[src/rtl/segdecode_spi_host.sv]
// rtl/segdecode_spi_host.sv - SPI host sweeping four digit/keypad frames to the segment-decoder peripheral
module segdecode_spi_host #(
    parameter int CLK_DIV = 2,
    parameter int GAP     = 8
) (
    input  logic        clk,
    input  logic        rst_n,
    input  logic        run,
    input  logic [15:0] digits,
    input  logic        dev_rst,
    input  logic        spi_miso,
    output logic        spi_sck,
    output logic        spi_mosi,
    output logic        spi_en,
    output logic        spi_rst_n,
    output logic [3:0]  keys,
    output logic        keys_valid
);

    localparam logic [1:0] S_IDLE  = 2'd0;
    localparam logic [1:0] S_SHIFT = 2'd1;
    localparam logic [1:0] S_TAIL  = 2'd2;
    localparam logic [1:0] S_GAP   = 2'd3;

    localparam int DW = (CLK_DIV > 1) ? $clog2(CLK_DIV) : 1;
    localparam int GW = $clog2(GAP + 1);
    localparam logic [DW-1:0] DIV_LAST = DW'(CLK_DIV - 1);
    localparam logic [DW-1:0] DIV_ONE  = DW'(1);
    localparam logic [GW-1:0] GAP_LD   = GW'(GAP);
    localparam logic [GW-1:0] GAP_ONE  = GW'(1);

    logic [1:0]    r_state;
    logic [DW-1:0] r_div;
    logic [2:0]    r_bit;
    logic [GW-1:0] r_gap;
    logic [1:0]    r_idx;
    logic [7:0]    r_shreg;
    logic          r_sck;
    logic          r_mosi;
    logic          r_en;
    logic          r_rst_n;
    logic [3:0]    r_keys;
    logic          r_kv_pend;
    logic          r_kv;
    logic          r_miso_s1;
    logic          r_miso_s2;

    logic [1:0]    w_idx_next;
    logic [3:0]    w_digit;
    logic [7:0]    w_byte;
    logic          w_gap_done;

    // A frame launched from GAP belongs to the following index; from IDLE the index is already current.
    assign w_idx_next = (r_state == S_GAP) ? r_idx + 2'd1 : r_idx;
    assign w_digit    = digits[{w_idx_next, 2'b00} +: 4];
    assign w_byte     = {w_idx_next, w_idx_next, w_digit};
    assign w_gap_done = (r_gap <= GAP_ONE);

    always_ff @(posedge clk or negedge rst_n) begin
        if (!rst_n) begin
            r_state   <= S_IDLE;
            r_div     <= '0;
            r_bit     <= '0;
            r_gap     <= GAP_LD;
            r_idx     <= '0;
            r_shreg   <= '0;
            r_sck     <= 1'b0;
            r_mosi    <= 1'b0;
            r_en      <= 1'b0;
            r_rst_n   <= 1'b0;
            r_keys    <= '0;
            r_kv_pend <= 1'b0;
            r_kv      <= 1'b0;
            r_miso_s1 <= 1'b0;
            r_miso_s2 <= 1'b0;
        end else begin
            r_rst_n   <= ~dev_rst;
            r_miso_s1 <= spi_miso;
            r_miso_s2 <= r_miso_s1;
            r_kv      <= r_kv_pend;
            r_kv_pend <= 1'b0;
            if (dev_rst) begin
                r_state <= S_IDLE;
                r_en    <= 1'b0;
                r_sck   <= 1'b0;
                r_mosi  <= 1'b0;
                r_idx   <= '0;
                r_gap   <= GAP_LD;
                r_kv    <= 1'b0;
            end else begin
                case (r_state)
                    S_IDLE: begin
                        if (!w_gap_done) begin
                            r_gap <= r_gap - GAP_ONE;
                        end else if (run) begin
                            r_state <= S_SHIFT;
                            r_en    <= 1'b1;
                            r_sck   <= 1'b0;
                            r_mosi  <= w_byte[7];
                            r_shreg <= w_byte;
                            r_div   <= '0;
                            r_bit   <= '0;
                        end
                    end
                    S_SHIFT: begin
                        if (r_div == DIV_LAST) begin
                            r_div <= '0;
                            if (!r_sck) begin
                                r_sck <= 1'b1;
                            end else begin
                                r_sck <= 1'b0;
                                if (r_bit == 3'd7) begin
                                    r_state <= S_TAIL;
                                end else begin
                                    r_bit   <= r_bit + 3'd1;
                                    r_mosi  <= r_shreg[6];
                                    r_shreg <= {r_shreg[6:0], 1'b0};
                                end
                            end
                        end else begin
                            r_div <= r_div + DIV_ONE;
                        end
                    end
                    S_TAIL: begin
                        if (r_div == DIV_LAST) begin
                            r_div   <= '0;
                            r_en    <= 1'b0;
                            r_mosi  <= 1'b0;
                            r_gap   <= GAP_LD;
                            r_state <= S_GAP;
                        end else begin
                            r_div <= r_div + DIV_ONE;
                        end
                    end
                    default: begin
                        if (!w_gap_done) begin
                            r_gap <= r_gap - GAP_ONE;
                        end else begin
                            // Peripheral has settled on the byte just latched; keys are active-low on MISO.
                            r_keys[r_idx] <= ~r_miso_s2;
                            r_idx         <= r_idx + 2'd1;
                            if (r_idx == 2'd3) begin
                                r_kv_pend <= 1'b1;
                            end
                            if (run) begin
                                r_state <= S_SHIFT;
                                r_en    <= 1'b1;
                                r_sck   <= 1'b0;
                                r_mosi  <= w_byte[7];
                                r_shreg <= w_byte;
                                r_div   <= '0;
                                r_bit   <= '0;
                            end else begin
                                r_state <= S_IDLE;
                            end
                        end
                    end
                endcase
            end
        end
    end

    assign spi_sck    = r_sck;
    assign spi_mosi   = r_mosi;
    assign spi_en     = r_en;
    assign spi_rst_n  = r_rst_n;
    assign keys       = r_keys;
    assign keys_valid = r_kv;

endmodule

[config.mk]
export PLATFORM = sky130hd
export DESIGN_NAME = segdecode_spi_host
export DESIGN_NICKNAME = d
export VERILOG_FILES = /design/src/rtl/segdecode_spi_host.sv
export SDC_FILE = /design/constraint.sdc
export NUM_CORES = 1
export LEC_CHECK = 0
export CAP_MARGIN = 40
export CORE_ASPECT_RATIO = 0.5
export CORE_MARGIN = 2
export CORE_UTILIZATION = 30
export DETAILED_ROUTE_END_ITERATION = 12
export GPL_TIMING_DRIVEN = 0
export PLACE_DENSITY = 0.51
export SYNTH_ARGS = -nofsm -noshare
export SYNTH_HDL_FRONTEND = slang
export SYNTH_SLANG_ARGS = --single-unit
[constraint.sdc]
create_clock -name clk -period 2.3 [get_ports clk]
set_input_delay 0.345 -clock clk [delete_from_list [all_inputs] [get_ports clk]]
set_output_delay 0.345 -clock clk [all_outputs]
set_load 0.05 [all_outputs]
### Word level (Yosys, flattened, before mapping)

Cells that the tools add are included.

| word-level totals | value |
|---|---|
| flip-flop bits (word level) | 31 |
| output and inout port bits | 9 |
| input bits | 21 |
| logic and storage cells | 128 |

| operators by class | value |
|---|---|
| shift operators | 1 |
| add/sub/neg operators | 4 |
| eq/ne operators | 19 |
| bitwise gates (word level) | 4 |
| reduce and logical (&&, ||, !) cells | 24 |
| muxes and demuxes | 58 |
| order comparisons | 3 |

Operators by type and width:

| cell | count |
|---|---|
| $mux W7 | 5 |
| $mux W1 | 24 |
| $mux W2 | 12 |
| $ne A3 B3 Y1 const B | 7 |
| $shiftx A16 B5 Y4 | 1 |
| $mux W3 | 5 |
| $pmux W7 S2 | 1 |
| $reduce_and A7 Y1 | 2 |
| $mux W4 | 3 |
| $reduce_bool A3 Y1 | 4 |
| $ne A2 B2 Y1 const B | 5 |
| $reduce_bool A2 Y1 | 5 |
| $reduce_and A3 Y1 | 3 |
| $pmux W4 S2 | 1 |
| $reduce_and A4 Y1 | 2 |
| $reduce_bool A4 Y1 | 2 |
| $eq A2 B2 Y1 const B | 3 |
| $pmux W1 S2 | 3 |
| $pmux W2 S3 | 1 |
| $pmux W3 S2 | 1 |
| $reduce_and A6 Y1 | 1 |
| $bwmux W4 | 1 |
| $le A4 B1 Y1 const B | 1 |
| $not A1 Y1 | 4 |
| other kinds (16) | 16 |

### Depth between registers and ports, before layout

| depth | value |
|---|---|
| depth in word-level cells | 6 |
| gate-level depth with buffers | 9 |
| mapped depth without buffers | 6 |

### Worst setup path before layout

No wires, ideal clock.

| timing | value |
|---|---|
| path type | register -> register |
| start | register r_gap[0] |
| end | register r_shreg[4] |
| path buffers | 3 |
| clock period less this slack | 1.885 ns |
| data required time | 2.175 ns |
| data arrival time | 1.760 ns |
| setup time | 0.125 ns |
| setup slack | 0.415 ns |
| stages on the path, launching flop included | 10 |
| path through | dfrtp_1 -> inv_1 -> ha_1 -> or2_1 -> buf_6 -> and4_4 -> buf_6 -> nand2b_4 -> buf_6 -> mux2_4 |

| between the ends | value |
|---|---|
| cells in the longest elaborated chain, start to end | 3 |

Ends and longest elaborated chain:

| item | RTL line | source |
|---|---|---|
| start: declaration | 35 | `logic [GW-1:0] r_gap;` |
| start signal: assignment | 94 | `r_gap <= r_gap - GAP_ONE;` |
| start signal: assignment | 137 | `r_gap <= r_gap - GAP_ONE;` |
| $le A4 B1 Y1 | 57 | `assign w_gap_done = (r_gap <= GAP_ONE);` |
| $reduce_bool A2 Y1 (no source line) | - |  |
| $reduce_and A7 Y1 (no source line) | - |  |
| end signal: assignment | 100 | `r_shreg <= w_byte;` |
| end signal: assignment | 117 | `r_shreg <= {r_shreg[6:0], 1'b0};` |
| end signal: assignment | 150 | `r_shreg <= w_byte;` |
| end: declaration | 37 | `logic [7:0] r_shreg;` |

No other way between the ends.
A chain may end at the register's enable or synchronous reset.

### Worst setup path in the final report

| timing | value |
|---|---|
| start | register r_state[1] |
| end | register r_state[1] |

| between the ends | value |
|---|---|
| cells in the longest elaborated chain, start to end | 3 |
| elaborated cells on any way between the ends | 13 |
| classes of those cells | eq/ne: 8; mux: 2; reduce/logical: 3 |

Ends and longest elaborated chain:

| item | RTL line | source |
|---|---|---|
| start: declaration | 32 | `logic [1:0] r_state;` |
| start signal: assignment | 61 | `r_state <= S_IDLE;` |
| start signal: assignment | 83 | `r_state <= S_IDLE;` |
| start signal: assignment | 96 | `r_state <= S_SHIFT;` |
| $eq A2 B1 Y1, or another cell as far along | 91 | `case (r_state)` |
| $ne A3 B3 Y1 (no source line), or another cell as far along | - |  |
| $reduce_and A7 Y1 (no source line) or $mux W2 (tied branches) | - |  |

Several ways; a longest one is shown, not always the timed one.

==> run summary <==
Worst-path clk slew - 0.05 ns
Buf/Inv on CP - 2
Pint - 1582 uW
Slew Limit Fails - 0
TritonRoute pass-1 iters - 4
Hold Crit Class - input pin to asynchronous set/reset pin
Maxcap violations - 0
Mapped cell area - 1879 um2
Max-slew headroom - 0.5243
Pwr/cell area - 1040 nW/um2
Gate power share - 0.422
Antenna Violating Nets Remaining - 0
Clock tree sinks - 31
Setup_tns - 0 ns
Die Height - 59.97 um
Cts hold-fix bufs - 0
Initial Util - 0.3103
Seq/Total Area, Yosys - 0.4134
Element type at the critical path start - flop
Avg Cell Area, Syn - 10.68 um2
Worst-margin pin slew - 0.7136 ns
GRT Util Overall - 0.1288
Crit path max-delay family - compound AO/OA/AOI/OAI gates
Crit-path cells - inv_1 -> ha_1 -> clkinv_1 -> a31oi_1 -> o31a_1 -> mux2_2
Clk pwr share - 0.252
Min Tclk post-route - 2.081 ns
Part of the cycle the worst path needs - 0.9049
Main flop type after synthesis - dfrtp_1
# DRC - 0
Max clock buf depth - 2
Port Buffers - 28
Final hold violation count - 0
H-tree level count - 2
Post-CTS Setup Inserts - 0
Layout net count - 244
WL final - 3991 um
Distinct cells, synth - 51
Slowest CP cell - dfrtp_1
Final GP Congestion - 0.7799
Final Skew - 0.006103 ns
Synth warn - 0
P_leak - 0.001075 uW
Run status - finished clean
Worst Setup End Kind - flop
GRT Residual Overflow - 0
Die footprint - 6952 um2
DRT iter0 DRCs - 35
Row count - 20
Core area - 6056 um2
Fmax - 480.5 MHz
Post-cts resize count - 0
CTS Root Buffer Type - clkbuf_16
EDFF count, synth - 0
RSZ-0062 raised after global routing - false
Worst reg-to-reg setup slack - 0.22 ns
Max IR drop VDD - 0.3397 mV
Synthesized Nets - 209
Avg WL per Cell - 13.30 um
Final setup vio count - 0
CTS Buf Count - 5
DP HPWL - 2973 um
Crit Path Category - flop to flop
Initial antenna violation count - 0
Slowest cell delay on critical path - 0.41 ns
Arr. time, crit path - 2.24 ns
Utilization after layout - 0.3965
# IOs - 30
Mapped Cells - 176
Pin count of the biggest net entering global routing - 32
Synth-to-layout area growth - 27.76%
TritonCTS clock tree - done
Vias in the first global route - 1396
DR vias/cell - 4.757
N_diodes - 0
Synthesis-stage register bit count - 31
Share of cells above drive strength 1 - 0.1604
Sw Pwr - 914.2 uW
DR vias - 1427
CP required - 2.45 ns
Synth async-reset ratio - 1.000
Flop pwr share - 0.327
Switching part of the total - 0.3662
First-pass GRT wire length - 6837 um
DIE WIDTH - 115.9 um
Worst-path maximum fanout - 8
Worst-skew pair later-pin latency - 0.27 ns
## state kept, by name (all words and copies together), names as in the netlist, 2 cells and up
signal / cells
r_idx: 2
r_shreg: 7
r_bit: 3
r_gap: 4
r_state: 2
keys: 4
## worst reg2reg max path: cells and delay by family (launching register included)
kind	cells	cell delay (ns)
adder cells (fa/ha/maj)	1	0.33
AO/OA/AOI/OAI	2	0.48
buffers and inverters	2	0.39
multiplexers	1	0.34
flip-flops	1	0.41
## metrics by stage
stage / hold slack, ns / instances / power [uW] / area, um2 / worst slack, ns
3_3_place_gp: 0.3342 / 292 / 1851 / 2270 / 0.2414
2_1_floorplan: 0.04941 / 176 / 1595 / 1879 / 0.4151
6_report: 0.1256 / 300 / 2497 / 2401 / 0.2187
5_1_grt: 0.1865 / 300 / 2680 / 2401 / 0.1153
3_5_place_dp: 0.3364 / 292 / 1875 / 2265 / 0.2565
4_1_cts: 0.1551 / 300 / 2515 / 2401 / 0.2449
## path summary, 6_finish.rpt
check / start / to / cells past startpoint
worst max register to register: r_state[1] / r_state[1] / 6
worst max-delay path: r_state[1] / r_state[1] / 6
worst min-delay path: rst_n / r_idx[1] / 1
max in group asynchronous: rst_n / spi_mosi / 1
min in group clk: dev_rst / r_idx[0] / 2
worst min register to register: r_miso_s1 / r_miso_s2 / 0
## cell type report
type / instances / area [um2]
inverter: 18 / 67.56
multi-input combinational: 119 / 962.2
sequential: 31 / 777.0
timing repair buffer: 28 / 275.3
tap: 88 / 110.1
clock buffer: 8 / 136.4
buffer: 8 / 72.57
fill: 626 / 3655
## cells in the mapped netlist (2+ instances only)
cell       n  area [um2]
a22o_1     2       17.52
ha_1      12       150.1
nor2_1     6       22.52
and2_1     2       12.51
nand3_1    5       25.02
a21oi_1    8       40.04
and2_2     2       15.01
clkinv_1   2       7.510
inv_1     16       60.06
mux4_2     5       112.6
dfrtp_1   30       750.7
mux2_2     4       45.04
nor2b_1    4       25.02
nor3_1     4       20.02
mux2_4     2       30.03
nand2_1   16       60.06
o21ai_0    4       20.02
nand2b_1   4       25.02
a31oi_1    6       37.54
buf_6      4       45.04
mux2i_1    8       80.08
## power groups by stage
stage	Combinational (uW)	Clock, uW	Sequential (uW)
2_1_floorplan	708	0	887
6_report	1050	628	816
5_1_grt	1180	666	839
3_5_place_dp	1060	0	820
4_1_cts	1060	644	814
3_3_place_gp	1040	0	813
## kinds of logic after synthesis
logic type	share of synthesized area
xor gates and xnor gates	0.01332
buffers and inverters	0.07456
DFF	0.4135
and+or+nand+nor	0.1684
adders and majority gates	0.07989
muxes	0.1425
AOI/OAI and AO/OA	0.1079
## metal layers
metal,vias to the layer above,wire (um),global-route usage
li1,690,-,-
met2,18,1763,0.1905
met5,-,0,0
met4,0,51,0.04592
met3,5,122,0.03347
met1,714,2052,0.1832
## cells in the final DEF (no fill, tap or decap), drive strengths merged, types with 2 or more instances in the layout
| cell type | n |
|---|---|
| and2 | 4 |
| a22o | 2 |
| nor2b | 4 |
| clkdlybuf4s50 | 27 |
| xnor2 | 2 |
| clkbuf | 11 |
| nand2 | 16 |
| inv | 16 |
| buf | 6 |
| nand2b | 5 |
| mux2 | 6 |
| o21ai | 5 |
| a21oi | 8 |
| a31oi | 6 |
| nor2 | 7 |
| ha | 12 |
| and4 | 2 |
| nor3 | 5 |
| mux4 | 5 |
| nand3 | 5 |
| mux2i | 8 |
| clkinv | 2 |
| dfrtp | 30 |
No activity file was read; power rests on OpenSTA's default activity.
==> edit, RTL diff (same flow settings) <==
Remove the register `r_rst_n`: a continuous assignment takes its place, so the output `spi_rst_n` follows one clock earlier.
--- a/src/rtl/segdecode_spi_host.sv
+++ b/src/rtl/segdecode_spi_host.sv
@@ -67,14 +67,12 @@
             r_sck     <= 1'b0;
             r_mosi    <= 1'b0;
             r_en      <= 1'b0;
-            r_rst_n   <= 1'b0;
             r_keys    <= '0;
             r_kv_pend <= 1'b0;
             r_kv      <= 1'b0;
             r_miso_s1 <= 1'b0;
             r_miso_s2 <= 1'b0;
         end else begin
-            r_rst_n   <= ~dev_rst;
             r_miso_s1 <= spi_miso;
             r_miso_s2 <= r_miso_s1;
             r_kv      <= r_kv_pend;
@@ -160,6 +158,8 @@
         end
     end
 
+    assign r_rst_n = ~dev_rst;
+
     assign spi_sck    = r_sck;
     assign spi_mosi   = r_mosi;
     assign spi_en     = r_en;
Function: changed (a bounded check fails within 4 cycles, from zero or initial values and one cycle with rst_n low).
==> edit against the original RTL <==
- count of clock-buffer cells in the layout fell by 1
- non-clock buffer count is 5 lower
- sequential cell count down 1
- final area fell by 12%
- wire length fell by 14%
- worst setup slack better by 0.015 ns
- total power down 32%
- synthesized cell count shrank 6.3%
- sequential power fell by 8.7%
- synthesized area is 12% lower
==> edit: results (changes against the original RTL) <==
- Status: complete, no violations
- GR Util met1: 17.1% (-1.2 points)
- Highest-delay cell along the critical path: mux4_2
- Reg area: 752 sq um (-3.2%)
- GP Congestion: 0.766 (-1.8%)
- Worst Setup SP: r_state[0]$_DFFE_PN0P_
- Met3 usage: 3.95% (+0.60 points)
- GRT Overall Usage: 12.9% (+0.057 points)
- DR iter-0 viols: 73 (+110%)
- CP max FO: 6 (-2)
- Switching Share: 35.4% (-1.2 points)
- Cell family with most CP delay: multiplexers
- Actual slew at the worst max-slew pin: 0.684 ns (-0.0296 ns)
- Buffer share of cell area: 13.7% (-0.75 points)
- Clock buf count: 7 (-1)
- Crit path largest cell delay: 0.56 ns (+0.15 ns)
- Area Growth Syn to Fin: 27.7% (about the same)
- Initial antenna violation count: 0 (unchanged)
- Detail Placement HPWL: 2560 um (-14%)
- Sequential element share of the synthesized area: 45.4% (+4.1 points)
- M1 wire length: 1700 um (-17%)
- Seq_cells: 30 (-3.2%)
- Synth unique cells: 36 (-29%)
- Synthesized netlist cell count: 165 (-6.3%)
- Synth top area cells: dfrtp_1 (44%), ha_1 (9.1%), mux2i_1 (5.4%), mux4_2 (5.4%), nand2_1 (4.5%)
- Non-Clock Buffer Count: 31 (-14%)
- DR WL met2: 1520 um (-14%)
- R2r setup slk: around 0.23 ns
- Uppermost layer routed: met4
- Pleak: 0.000972 uW (-9.6%)
- Root Buffer: clkbuf_8
- Routed wl met3: 157 um (+29%)
- Finished Layout Cells: 273 (-9.0%)
- Share of layout cells above drive strength 1: 11.0% (-5.0 points)
- FILL cells: 542 (-13%)
- DR WL/cell: 12.6 um (-5.1%)
- DRC errors left: 0 (unchanged)
- Fraction of area in multi-input gates: 40.3% (+0.19 points)
- Largest net degree at the start of global routing: 31 (-3.1%)
- Met2 Usage GRT: 19.6% (+0.56 points)
- Critical Path End: r_shreg[1]$_DFFE_PN0P_
- DP Worst Slack: 0.0790 ns (-0.177 ns)
- Clk pwr share: 23.7% (-1.5 points)
- Non-clk invs: 14 (-4)
- Most frequent cells after synthesis: dfrtp_1 (29), nand2_1 (20), nor2_1 (18), o21ai_0 (14), inv_1 (13)
- First-pass GRT wire length: 6090 um (-11%)
- FMAX: 484 MHz (+0.72%)
- Comb pwr: 553 uW (-47%)
- VDD IR max: 230 uV (-32%)
- Post-DP Area: 2020 sq um (-11%)
- Multi-input comb cells: 118 (-0.84%)
- Vias: 1306 (-8.5%)
- Row cnt: 19 (-5.0%)
[edit: cell count changes after synthesis, moves of 3 or more]
| cell | change |
|---|---|
| nand2b_1 | -3 |
| nor2_1 | +12 |
| nor3_1 | -4 |
| inv_1 | -3 |
| buf_6 | -4 |
| nand3_1 | -3 |
| o31ai_1 | +3 |
| o21ai_0 | +10 |
| nor2b_1 | -3 |
| mux2_2 | -3 |
| a31oi_1 | -5 |
| nand2_1 | +4 |
[edit: kinds of logic after synthesis]
kind of cell	Yosys count	share of synthesized area [%]
xor+xnor	2	1.51
buf+inv	17	4.08
flops	30	45.4
fa+ha+maj	12	9.07
simple gates	50	13.2
compound gates	40	15.2
mux	14	11.6
[edit: metrics by stage]
step / total power [uW] / hold slack [ns]
floorplan: 1130 / 0.0494
global placement: 1290 / 0.337
detailed placement: 1310 / 0.341
CTS: 1710 / 0.131
global route: 1840 / 0.157
finish: 1700 / 0.0998
